**src/rtl/aes_pkg.sv**
```systemverilog
// Shared AES decryption controller definitions: datapath mode encodings,
// controller FSM states, round counts per key size and the default block width.
package aes_pkg;

  localparam int AES_DATA_W = 128;

  localparam int NR_128 = 10;
  localparam int NR_192 = 12;
  localparam int NR_256 = 14;

  typedef enum logic [1:0] {
    ARK_ONLY = 2'd0,
    FULL     = 2'd1,
    FINAL    = 2'd2
  } dp_mode_e;

  typedef enum logic [1:0] {
    IDLE  = 2'd0,
    ISSUE = 2'd1,
    WAIT  = 2'd2,
    DONE  = 2'd3
  } ctrl_state_e;

endpackage

```
**src/rtl/aes_round_counter.sv**
```systemverilog
// Round-key index counter for the inverse cipher: loads NR, counts down and
// saturates at zero; flags the first (ARK-only) and last (final) rounds.
module aes_round_counter
  import aes_pkg::*;
#(
  parameter int NR = NR_128
) (
  input  logic                    clk,
  input  logic                    reset,
  input  logic                    load,
  input  logic                    dec,
  output logic [$clog2(NR+1)-1:0] round,
  output logic                    is_first,
  output logic                    is_last
);

  localparam int RW = $clog2(NR+1);

  always_ff @(posedge clk or posedge reset) begin
    if (reset) begin
      round <= '0;
    end else if (load) begin
      round <= RW'(NR);
    end else if (dec && (round != '0)) begin
      round <= round - 1'b1;
    end
  end

  assign is_first = (round == RW'(NR));
  assign is_last  = (round == '0);

endmodule

```
**src/rtl/aes_inv_round_ctrl.sv**
```systemverilog
// Iterative AES decryption scheduler driving an external inverse-round datapath.
// Optional watchdog on the datapath response: define AES_INV_CTRL_TIMEOUT_EN.
module aes_inv_round_ctrl
  import aes_pkg::*;
#(
  parameter int DATA_W  = AES_DATA_W,
  parameter int NR      = NR_128,
  parameter int TIMEOUT = 64
) (
  input  logic                    clk,
  input  logic                    reset,
  input  logic                    in_valid,
  output logic                    in_ready,
  input  logic [DATA_W-1:0]       in_data,
  output logic [$clog2(NR+1)-1:0] key_idx,
  input  logic [DATA_W-1:0]       round_key,
  output logic                    dp_valid,
  output logic [1:0]              dp_mode,
  output logic [DATA_W-1:0]       dp_data,
  output logic [DATA_W-1:0]       dp_key,
  input  logic                    dp_valid_in,
  input  logic [DATA_W-1:0]       dp_data_in,
  output logic                    out_valid,
  input  logic                    out_ready,
  output logic [DATA_W-1:0]       out_data,
  output logic                    busy
`ifdef AES_INV_CTRL_TIMEOUT_EN
  ,
  output logic                    err
`endif
);

  localparam int RW = $clog2(NR+1);

  ctrl_state_e       state, state_nxt;
  logic [RW-1:0]     round;
  logic              is_first, is_last;
  logic              load, dec, cap_in, cap_dp, abort;
  logic [DATA_W-1:0] state_reg;
  dp_mode_e          mode_sel;

  aes_round_counter #(.NR(NR)) u_round_counter (
    .clk      (clk),
    .reset    (reset),
    .load     (load),
    .dec      (dec),
    .round    (round),
    .is_first (is_first),
    .is_last  (is_last)
  );

`ifdef AES_INV_CTRL_TIMEOUT_EN
  localparam int WDW = $clog2(TIMEOUT+1);
  logic [WDW-1:0] wd_cnt;

  // Fires in the TIMEOUT-th consecutive WAIT cycle without a datapath response.
  assign abort = (state == WAIT) && !dp_valid_in && (wd_cnt == WDW'(TIMEOUT-1));

  always_ff @(posedge clk or posedge reset) begin
    if (reset) begin
      wd_cnt <= '0;
      err    <= 1'b0;
    end else begin
      err <= abort;
      if (state != WAIT) begin
        wd_cnt <= '0;
      end else if (!abort) begin
        wd_cnt <= wd_cnt + 1'b1;
      end
    end
  end
`else
  assign abort = 1'b0;
`endif

  always_ff @(posedge clk or posedge reset) begin
    if (reset) begin
      state <= IDLE;
    end else begin
      state <= state_nxt;
    end
  end

  always_comb begin
    state_nxt = state;
    load      = 1'b0;
    dec       = 1'b0;
    cap_in    = 1'b0;
    cap_dp    = 1'b0;
    case (state)
      IDLE: begin
        if (in_valid) begin
          state_nxt = ISSUE;
          load      = 1'b1;
          cap_in    = 1'b1;
        end
      end
      ISSUE: state_nxt = WAIT;
      WAIT: begin
        if (dp_valid_in) begin
          cap_dp = 1'b1;
          if (is_last) begin
            state_nxt = DONE;
          end else begin
            dec       = 1'b1;
            state_nxt = ISSUE;
          end
        end else if (abort) begin
          state_nxt = IDLE;
        end
      end
      DONE: begin
        if (out_ready) state_nxt = IDLE;
      end
      default: state_nxt = IDLE;
    endcase
  end

  always_ff @(posedge clk or posedge reset) begin
    if (reset) begin
      state_reg <= '0;
    end else if (cap_in) begin
      state_reg <= in_data;
    end else if (cap_dp) begin
      state_reg <= dp_data_in;
    end else if (abort) begin
      state_reg <= '0;
    end
  end

  always_comb begin
    mode_sel = FULL;
    if (is_first) begin
      mode_sel = ARK_ONLY;
    end else if (is_last) begin
      mode_sel = FINAL;
    end
  end

  // Datapath-facing buses are zeroed outside ISSUE so nothing leaks while idle or in reset.
  assign in_ready  = (state == IDLE);
  assign busy      = (state != IDLE);
  assign key_idx   = round;
  assign dp_valid  = (state == ISSUE);
  assign dp_mode   = (state == ISSUE) ? mode_sel : ARK_ONLY;
  assign dp_data   = (state == ISSUE) ? state_reg : '0;
  assign dp_key    = (state == ISSUE) ? round_key : '0;
  assign out_valid = (state == DONE);
  assign out_data  = (state == DONE) ? state_reg : '0;

endmodule

```
**config.mk**
```make
export PLATFORM = sky130hd
export DESIGN_NAME = aes_inv_round_ctrl
export DESIGN_NICKNAME = d
export VERILOG_FILES = /design/src/rtl/aes_pkg.sv /design/src/rtl/aes_round_counter.sv /design/src/rtl/aes_inv_round_ctrl.sv
export SDC_FILE = /design/constraint.sdc
export NUM_CORES = 1
export LEC_CHECK = 0
export BUFFER_PORTS_ARGS = -buffer_cell sky130_fd_sc_hd__buf_2
export CAP_MARGIN = 0
export CORE_AREA = 3 3 303 305
export DETAILED_ROUTE_END_ITERATION = 7
export DIE_AREA = 0 0 306 308
export GPL_TIMING_DRIVEN = 0
export PLACE_DENSITY = 0.38
export SLEW_MARGIN = 20
export SYNTH_ARGS = -nofsm -noshare
export SYNTH_HDL_FRONTEND = slang
export SYNTH_SLANG_ARGS = --single-unit
```
**constraint.sdc**
```tcl
create_clock -name clk -period 3.5 [get_ports clk]
set_input_delay 0 -clock clk [delete_from_list [all_inputs] [get_ports clk]]
set_output_delay 0 -clock clk [all_outputs]
set_load 0.03 [all_outputs]
```
# Word-level counts from Yosys, hierarchy flattened
# Index checks and enable logic that the tools add are counted.
# classes
n_reduce_logical	8
add_sub_neg	1
n_eq_ne	7
n_mux	22
# op_table
cell	n
two-way mux 128 bit	5
two-way mux 2 bit	7
two-way mux 4 bit	2
case mux 2 bit (4 select lines)	1
two-way mux 1 bit	7
nonzero test 2 bit	3
equality test 2 bit (second input constant)	2
equality test 4 bit (second input constant)	1
logical NOT 4 bit	1
!= test 2 bit (second input constant)	2
nonzero test 4 bit	1
subtractor 4 x 1 -> 4 bit (second input constant)	1
AND reduction 3 bit	1
equality test 2 x 1 -> 1 bit (second input constant)	1
logical NOT 2 bit	1
!= test 2 x 1 -> 1 bit (second input constant)	1
logical AND 1 bit	1
# totals
output_inout_bits	394
word_cells	41
register_bits	134
input_bits	389

# Longest topological paths before layout
# Gate-level depths: netlist of the first run.
# depth
ltp_word	7
mapped_depth	6

# Modules after synthesis
# From an unflattened synthesis of the first run, not the netlist that was laid out.
# hier_totals
cells_unflattened	930
area_unflattened_um2	8769.7
# by_module_without_submodules
mod	instances	area_per_inst_um2	cells_each	seq_area_each_um2
aes_inv_round_ctrl	1	8516.9	905	3253.1
aes_round_counter	1	252.7	25	100.1

# Worst setup path after synthesis of the first run
# Ideal clock, no wire load.
# synth_timing
kind	flip-flop to output port
from	register state[1]
to	output port dp_mode[0]
slack_ps	1689
path_buffers	3
t_required_ps	3500
arrival_time_ps	1811
stages_incl_launch_ff	7
path_cell_list	dfrtp_1 -> buf_4 -> nor2b_1 -> clkbuf_1 -> clkbuf_1 -> o21ai_0 -> nor2_1
# synth_via
elab_chain_len	2
# synth_lines
item	line_no	source
from (decl)	aes_inv_round_ctrl.sv:35	ctrl_state_e state, state_nxt;
from (signal assigned)	aes_inv_round_ctrl.sv:80	state <= state_nxt;
equality test 2 x 1 -> 1 bit	-	
via dp_valid	aes_inv_round_ctrl.sv:17	output logic dp_valid,
two-way mux 2 bit	aes_inv_round_ctrl.sv:145	assign dp_mode = (state == ISSUE) ? mode_sel : ARK_ONLY;
to (decl)	aes_inv_round_ctrl.sv:18	output logic [1:0] dp_mode,
# The timed path passes the listed nets, and every way through them passes these cells.

# Worst setup path after layout of the first run
# layout_timing
from	register state[0]
to	register state_reg[16]
# layout_via
elab_chain_len	3
elab_cells_between_ends	6
classes_between	eq/ne: 1; mux: 3; reduce/logical: 2
# layout_lines
item	line_no	source
equality test 2 bit / logical NOT 2 bit (equally long branches)	aes_inv_round_ctrl.sv:90	case (state)
two-way mux 1 bit	aes_inv_round_ctrl.sv:90	
nonzero test 2 bit (no source line) / two-way mux 128 bit (equally long branches)	-	
to (signal assigned)	aes_inv_round_ctrl.sv:123	state_reg <= in_data;
to (signal assigned)	aes_inv_round_ctrl.sv:125	state_reg <= dp_data_in;
to (decl)	aes_inv_round_ctrl.sv:39	logic [DATA_W-1:0] state_reg;
# Several ways; a longest one is shown, not always the timed one.
# A chain may end at the register's enable or synchronous reset.

==> metrics, run 1 <==
status completed; Fmax about 300 MHz; Reg clk slew, reported paths roughly 0.080 ns; Num CTS Buffers 17; LEAKAGE 9.43 nW; Avg Cell Area, Syn slightly above 10 um^2; chip width ~310 um; fill cell count approximately 10,000; Top FF cell, synth dfrtp_1; max cap viols 0; max FFs per register 130; initial antenna violation count 9; worst-margin pin slew ~0.96 ns; total die area 94,200 um^2; final setup fails 0; Mapped Area between 9000 and 10,000 um^2; num rows 110; root buf cell clkbuf_16; core box area 89,600 um^2; I/O pin count about 800; R2R setup slack approximately 0.16 ns; wire per inst between 15 and 20 um; Post-synth EDFFs 0; arrival time at the worst endpoint between 3 and 4 ns; dpl ws around 0.23 ns; Worst Path Max Fanout 11; DRC viols 0; fin crit share a little over nine tenths; CTS max path bufs 2; IO buf count around 800; first-pass GRT wire length 81,900 um; CTS H-Tree Depth 4; setup TNS 0 ns; die extent in y 308 um; vias in the first global route 11,700; via/cell ratio 3.45; layout net count between 2,000 and 2,500; largest net degree at the start of global routing 30; gpl congestion 0.817; Util after Layout between 20% and 30%; Yosys cell types 29; sequential-to-total area share from yosys stat a little over a third; Slew HR between 30% and 40%; setup ws final approximately 0.16 ns; final hold vios 0; drt first pass iters 4; minimum clock period 3.34 ns; post-route ant nets 0; CP Data Required Time a little under 4 ns; fraction of layout cells with a size suffix above 1 roughly 52%; Synth Net Count about 1,300; Hold Path Class input port to asynchronous set/reset pin; Synth Register Bits approximately 130; via count 10,900; area delta synth->final 94.4%; Total Routing Usage GR around 12%; worst skew pair latency between 0.4 and 0.5 ns; most common cell after layout, fill and taps aside buf_2; Starting Density about a tenth; final wirelength about 60,000 um; Num Clock Sinks ~130; CTS tree yes; Detailed Route Iter0 Violations 307; Worst VDD drop 346 uV; post-CTS setup buffers 0; Post-Syn Instances around 900; grt ovf 0; clock skew approximately 0.012 ns; Final Max Slew Viols 0; Ys Warns 0; DP HPWL approximately 48,000 um; most frequent cells in the layout buf_2 (804), dlygate4sd3_1 (262), and2_1 (257), mux2_2 (167), dfrtp_1 (134); CP Capture Type flop; Crit Path Category flop to flop; FFs w/ async S/R, synth 100%; PwrDens ~820 nW/um^2; CP Launch Type flop
-- cells in the mapped netlist, drive strengths merged, types with 3 or more instances --
library cell / count / area, um^2
inv: 5 / 18.8
ha: 3 / 37.5
dfrtp: 134 / 3350
and2: 257 / 1610
nand3: 3 / 15.0
buf: 32 / 189
mux2i: 3 / 30.0
nor2: 4 / 15.0
mux2: 256 / 2880
clkbuf: 55 / 206
and3: 128 / 801
nand2: 3 / 11.3
-- worst paths after layout --
check	start	to	depth (start not counted)
setup / recovery	state[0]	state_reg[16]	6
hold / removal	reset	state_reg[38]	3
setup reg to reg	state[0]	state_reg[16]	6
hold reg to reg	state_reg[53]	state_reg[53]	1
max in group asynchronous	reset	state_reg[120]	6
min in group clk	out_ready	state[0]	3
-- through the flow --
stage	std cells	hold WS, ns	cell area, um^2	power (mW)
after floorplan	899	0.0850	9290	8.76
after global placement	2857	0.258	14700	12.5
after detailed placement	2863	-0.00701	14800	12.5
after CTS	3157	0.00270	18000	15.1
after global routing	3158	0.0288	18000	15.8
final	3164	0.0672	18100	14.7
-- power by group --
part / switching (mW) / leakage (nW) / internal [mW] / total (mW)
registers: 0.582 / 1.57 / 2.36 / 2.94
clock network: 0.872 / 0.287 / 1.13 / 2.00
logic: 6.23 / 7.58 / 3.58 / 9.81
-- cell families after synthesis --
| kind of cell | share of synthesized area [%] |
|---|---|
| AO/OA/AOI/OAI | 0.499 |
| adder cells (fa/ha/maj) | 0.404 |
| buffers and inverters | 4.46 |
| flip-flops | 36.1 |
| multiplexers | 31.4 |
| AND/OR/NAND/NOR | 27.2 |
-- worst max-delay path: stages (launching register included) --
cell and delay, ns:
dfrtp_1 0.38, buf_4 0.20, nor3b_4 0.69, buf_2 0.67, mux2_2 0.42, dlygate4sd3_1 0.57, mux2_2 0.27
-- what timing repair did --
action,4_1_cts,5_1_grt
hold endpoints to repair,202,0
hold buffers,262,0
endpoints found under the setup margin,10,1
resized for setup,1,2
-- layout make-up --
cell class	count	area [um^2]	area share, %
antenna	7	17.5	0.0970
buffer	87	403	2.23
clock buffer	18	429	2.38
clock inverter	14	175	0.970
inverter	5	22.5	0.125
multi-input combinational	673	5520	30.6
sequential	134	3350	18.6
tap	1176	1470	8.15
timing repair buffer	1050	6660	36.9
-- per-layer routing --
layer / GRT usage (%) / vias to the layer above / part of all wire, %
li1: - / 5220 / -
met1: 13.8 / 5196 / 39
met2: 21.7 / 463 / 51
met3: 3.32 / 50 / 7.2
met4: 4.20 / 0 / 2.8
met5: 0 / - / 0
Note: power is estimated with default switching activity, not from simulation.
==> inputs of run 2 (changes only) <==
- BUFFER_PORTS_ARGS: -buffer_cell sky130_fd_sc_hd__buf_2 -> -buffer_cell sky130_fd_sc_hd__buf_4
- CORE_AREA: 3 3 303 305 -> 3 3 305 307
- DIE_AREA: 0 0 306 308 -> 0 0 308 310
- PLACE_DENSITY: 0.38 -> 0.37
- clock period: 3.5 -> 3.6 ns (I/O delays scaled with it)
==> run 2 against run 1 <==
Compared with the run above: maximum frequency decreased by 1.2%; wire length increased by 4.0%; total power increased by 2.9%; utilization up 1.9 points; global-route usage increased by 0.14 points; sequential cell count stayed put; register-to-register slack better by 0.06 ns; setup slack improved by 0.060 ns; critical path type unchanged.
==> metrics, run 2 (same netlist as run 1, synthesis figures left out) <==
max cap viols 0 (unchanged); LEAKAGE 9.74 nW (+3.3%); Hold Path Class input port to asynchronous set/reset pin; Total Routing Usage GR 12.3% (+0.14 points); largest net degree at the start of global routing 84 (+180%); first-pass GRT wire length 83,800 um (+2.3%); Worst R2R Path Depth 7 (+1); CTS H-Tree Depth 4 (unchanged); final hold vios 0 (unchanged); Fmax 296 MHz (-1.2%); post-route ant nets 0 (unchanged); dpl ws 0.267 ns (+0.0329 ns); r2r startpoint state[0]; Crit Path Category flop to flop; Reg clk slew, reported paths 0.07 ns (about the same); worst-margin pin slew 1.07 ns (+0.114 ns); CP Launch Point state[0]; arrival time at the worst endpoint 3.74 ns (+0.05 ns); final wirelength 61,700 um (+4.0%); most frequent cells in the layout buf_4 (791), dlygate4sd3_1 (262), and2_1 (257), mux2_2 (167), dfrtp_1 (134); Critical Path Stages 7 (+1); Final Max Slew Viols 0 (unchanged); status completed; Top delay family on crit path buffers and inverters; vias in the first global route 12,100 (+3.1%); CP Launch Type flop; via/cell ratio 3.50 (+1.3%); Worst Path Max Fanout 10 (-1); fraction of layout cells with a size suffix above 1 51.7% (-0.17 points); die extent in y 310 um (+0.65%); DP HPWL 50,300 um (+3.8%); register area 3350 um^2 (unchanged); num rows 110 (unchanged); area delta synth->final 114%; most common cell after layout, fill and taps aside buf_4; CP Cell Sequence buf_4 > nor3b_4 > buf_6 > buf_2 > mux2_1 > dlygate4sd3_1 > mux2_2; RR Endpoint state_reg[25]; Slowest-stage cell, CP nor3b_4; CTS tree yes; root buf cell clkbuf_16; grt ovf 0 (unchanged); clock skew 0.00866 ns (-0.00364 ns); wire length on met2 31,800 um (+6.0%); Starting Density 10.3% (-0.079 points); metal3 WL 4260 um (-0.75%); Critical path buffers and inverters 4 (+1); total die area 95,500 um^2 (+1.3%); R2R setup slack 0.22 ns (+0.06 ns); Util after Layout 22.0% (+1.9 points); post-CTS setup buffers 0 (unchanged); CP Capture Type flop; drt first pass iters 4 (unchanged); CTS max path bufs 2 (unchanged); PwrDens 763 nW/um^2 (-6.7%); slowest cell delay on critical path 0.82 ns (+0.13 ns); worst skew pair latency 0.48 ns (about the same); CP Data Required Time 3.95 ns (+0.10 ns); Num Clock Sinks 134 (unchanged); I/O pin count 783 (unchanged); fin crit share 94.0% (-1.5 points); RSZ-0062 raised after global routing false; fill cell count 9,884 (-0.99%); Slew HR 28.5% (-7.6 points); Critical Path Sink state_reg[25]; core box area 90,300 um^2 (+0.77%); Worst VDD drop 346 uV (-0.12%); setup ws final 0.217 ns (+0.0601 ns); DRC viols 0 (unchanged); multi-input logic area 5520 um^2 (unchanged); via count 11,100 (+1.1%); initial antenna violation count 9 (unchanged); final setup fails 0 (unchanged); wire per inst 19.5 um (+4.2%); IO buf count 782 (unchanged); final hold slack 0.0826 ns (+0.0154 ns); gpl congestion 0.787 (-3.6%); Num CTS Buffers 17 (unchanged); chip width 308 um (+0.65%); minimum clock period 3.38 ns (+0.0399 ns); Detailed Route Iter0 Violations 322 (+4.9%); WL met1 24,200 um (+3.6%); layout net count 2,355 (-0.21%); max FFs per register 130 (unchanged); DR top layer met4
run 2: cell count changes in the layout (fill, tap and decap cells not counted), sizes merged:
cell / before / now
buf: 820 / 815
inv: 7 / 11
bufinv: 3 / 2
clkbuf: 73 / 72
clkinv: 5 / 4
clkinvlp: 4 / 3
run 2: routing by layer:
| layer | vias up | track usage (%) |
|---|---|---|
| li1 | 5204 | - |
| met1 | 5326 | 13.9 |
| met2 | 464 | 22.2 |
| met3 | 59 | 3.31 |
| met4 | 0 | 4.19 |
| met5 | - | 0 |
run 2: area by class of cell:
class / count / share of cell area, %
antenna: 7 / 0.0880
buffer: 87 / 2.01
sequential: 134 / 16.8
timing repair buffer: 1045 / 42.8
clock buffer: 17 / 2.14
clock inverter: 15 / 0.836
inverter: 5 / 0.132
tap: 1176 / 7.39
multi-input combinational: 673 / 27.7
run 2: how the worst min path moves through the flow:
stage                         end  slack, ns  cells past startpoint
floorplan                state[1]       0.08                      1
global placement         state[1]       0.21                      2
detailed placement  state_reg[92]       0.04                      2
CTS                 state_reg[22]       0.04                      3
global route        state_reg[38]       0.09                      3
finish              state_reg[22]       0.08                      3
run 2: tightest hold or removal path: cells and delay by family:
kind	cells	cell delay, ns
buffers and inverters	3	0.98
run 2: per-stage QoR:
stage          cells  TNS [ns]  cell area [um^2]  total power [mW]
2_1_floorplan    899         0              9290              8.51
3_3_place_gp    2857   -364.95             16600              13.0
3_5_place_dp    2858         0             16700              13.0
4_1_cts         3152         0             19900              15.5
5_1_grt         3155         0             19900              16.1
6_report        3159         0             19900              15.2
run 2: report_power, final:
| part | leakage (nW) | total [mW] | switching [mW] | internal, mW |
|---|---|---|---|---|
| Combinational | 7.89 | 10.4 | 6.17 | 4.28 |
| Sequential | 1.57 | 2.85 | 0.553 | 2.30 |
| Clock | 0.282 | 1.88 | 0.847 | 1.03 |
| Total | 9.74 | 15.2 | 7.57 | 7.60 |
run 2: timing repair:
action	in CTS	in global routing
hold buffers	262	0
resized for setup	1	0
setup endpoints to repair	10	1
hold endpoints to repair	234	0
pin swaps	0	1
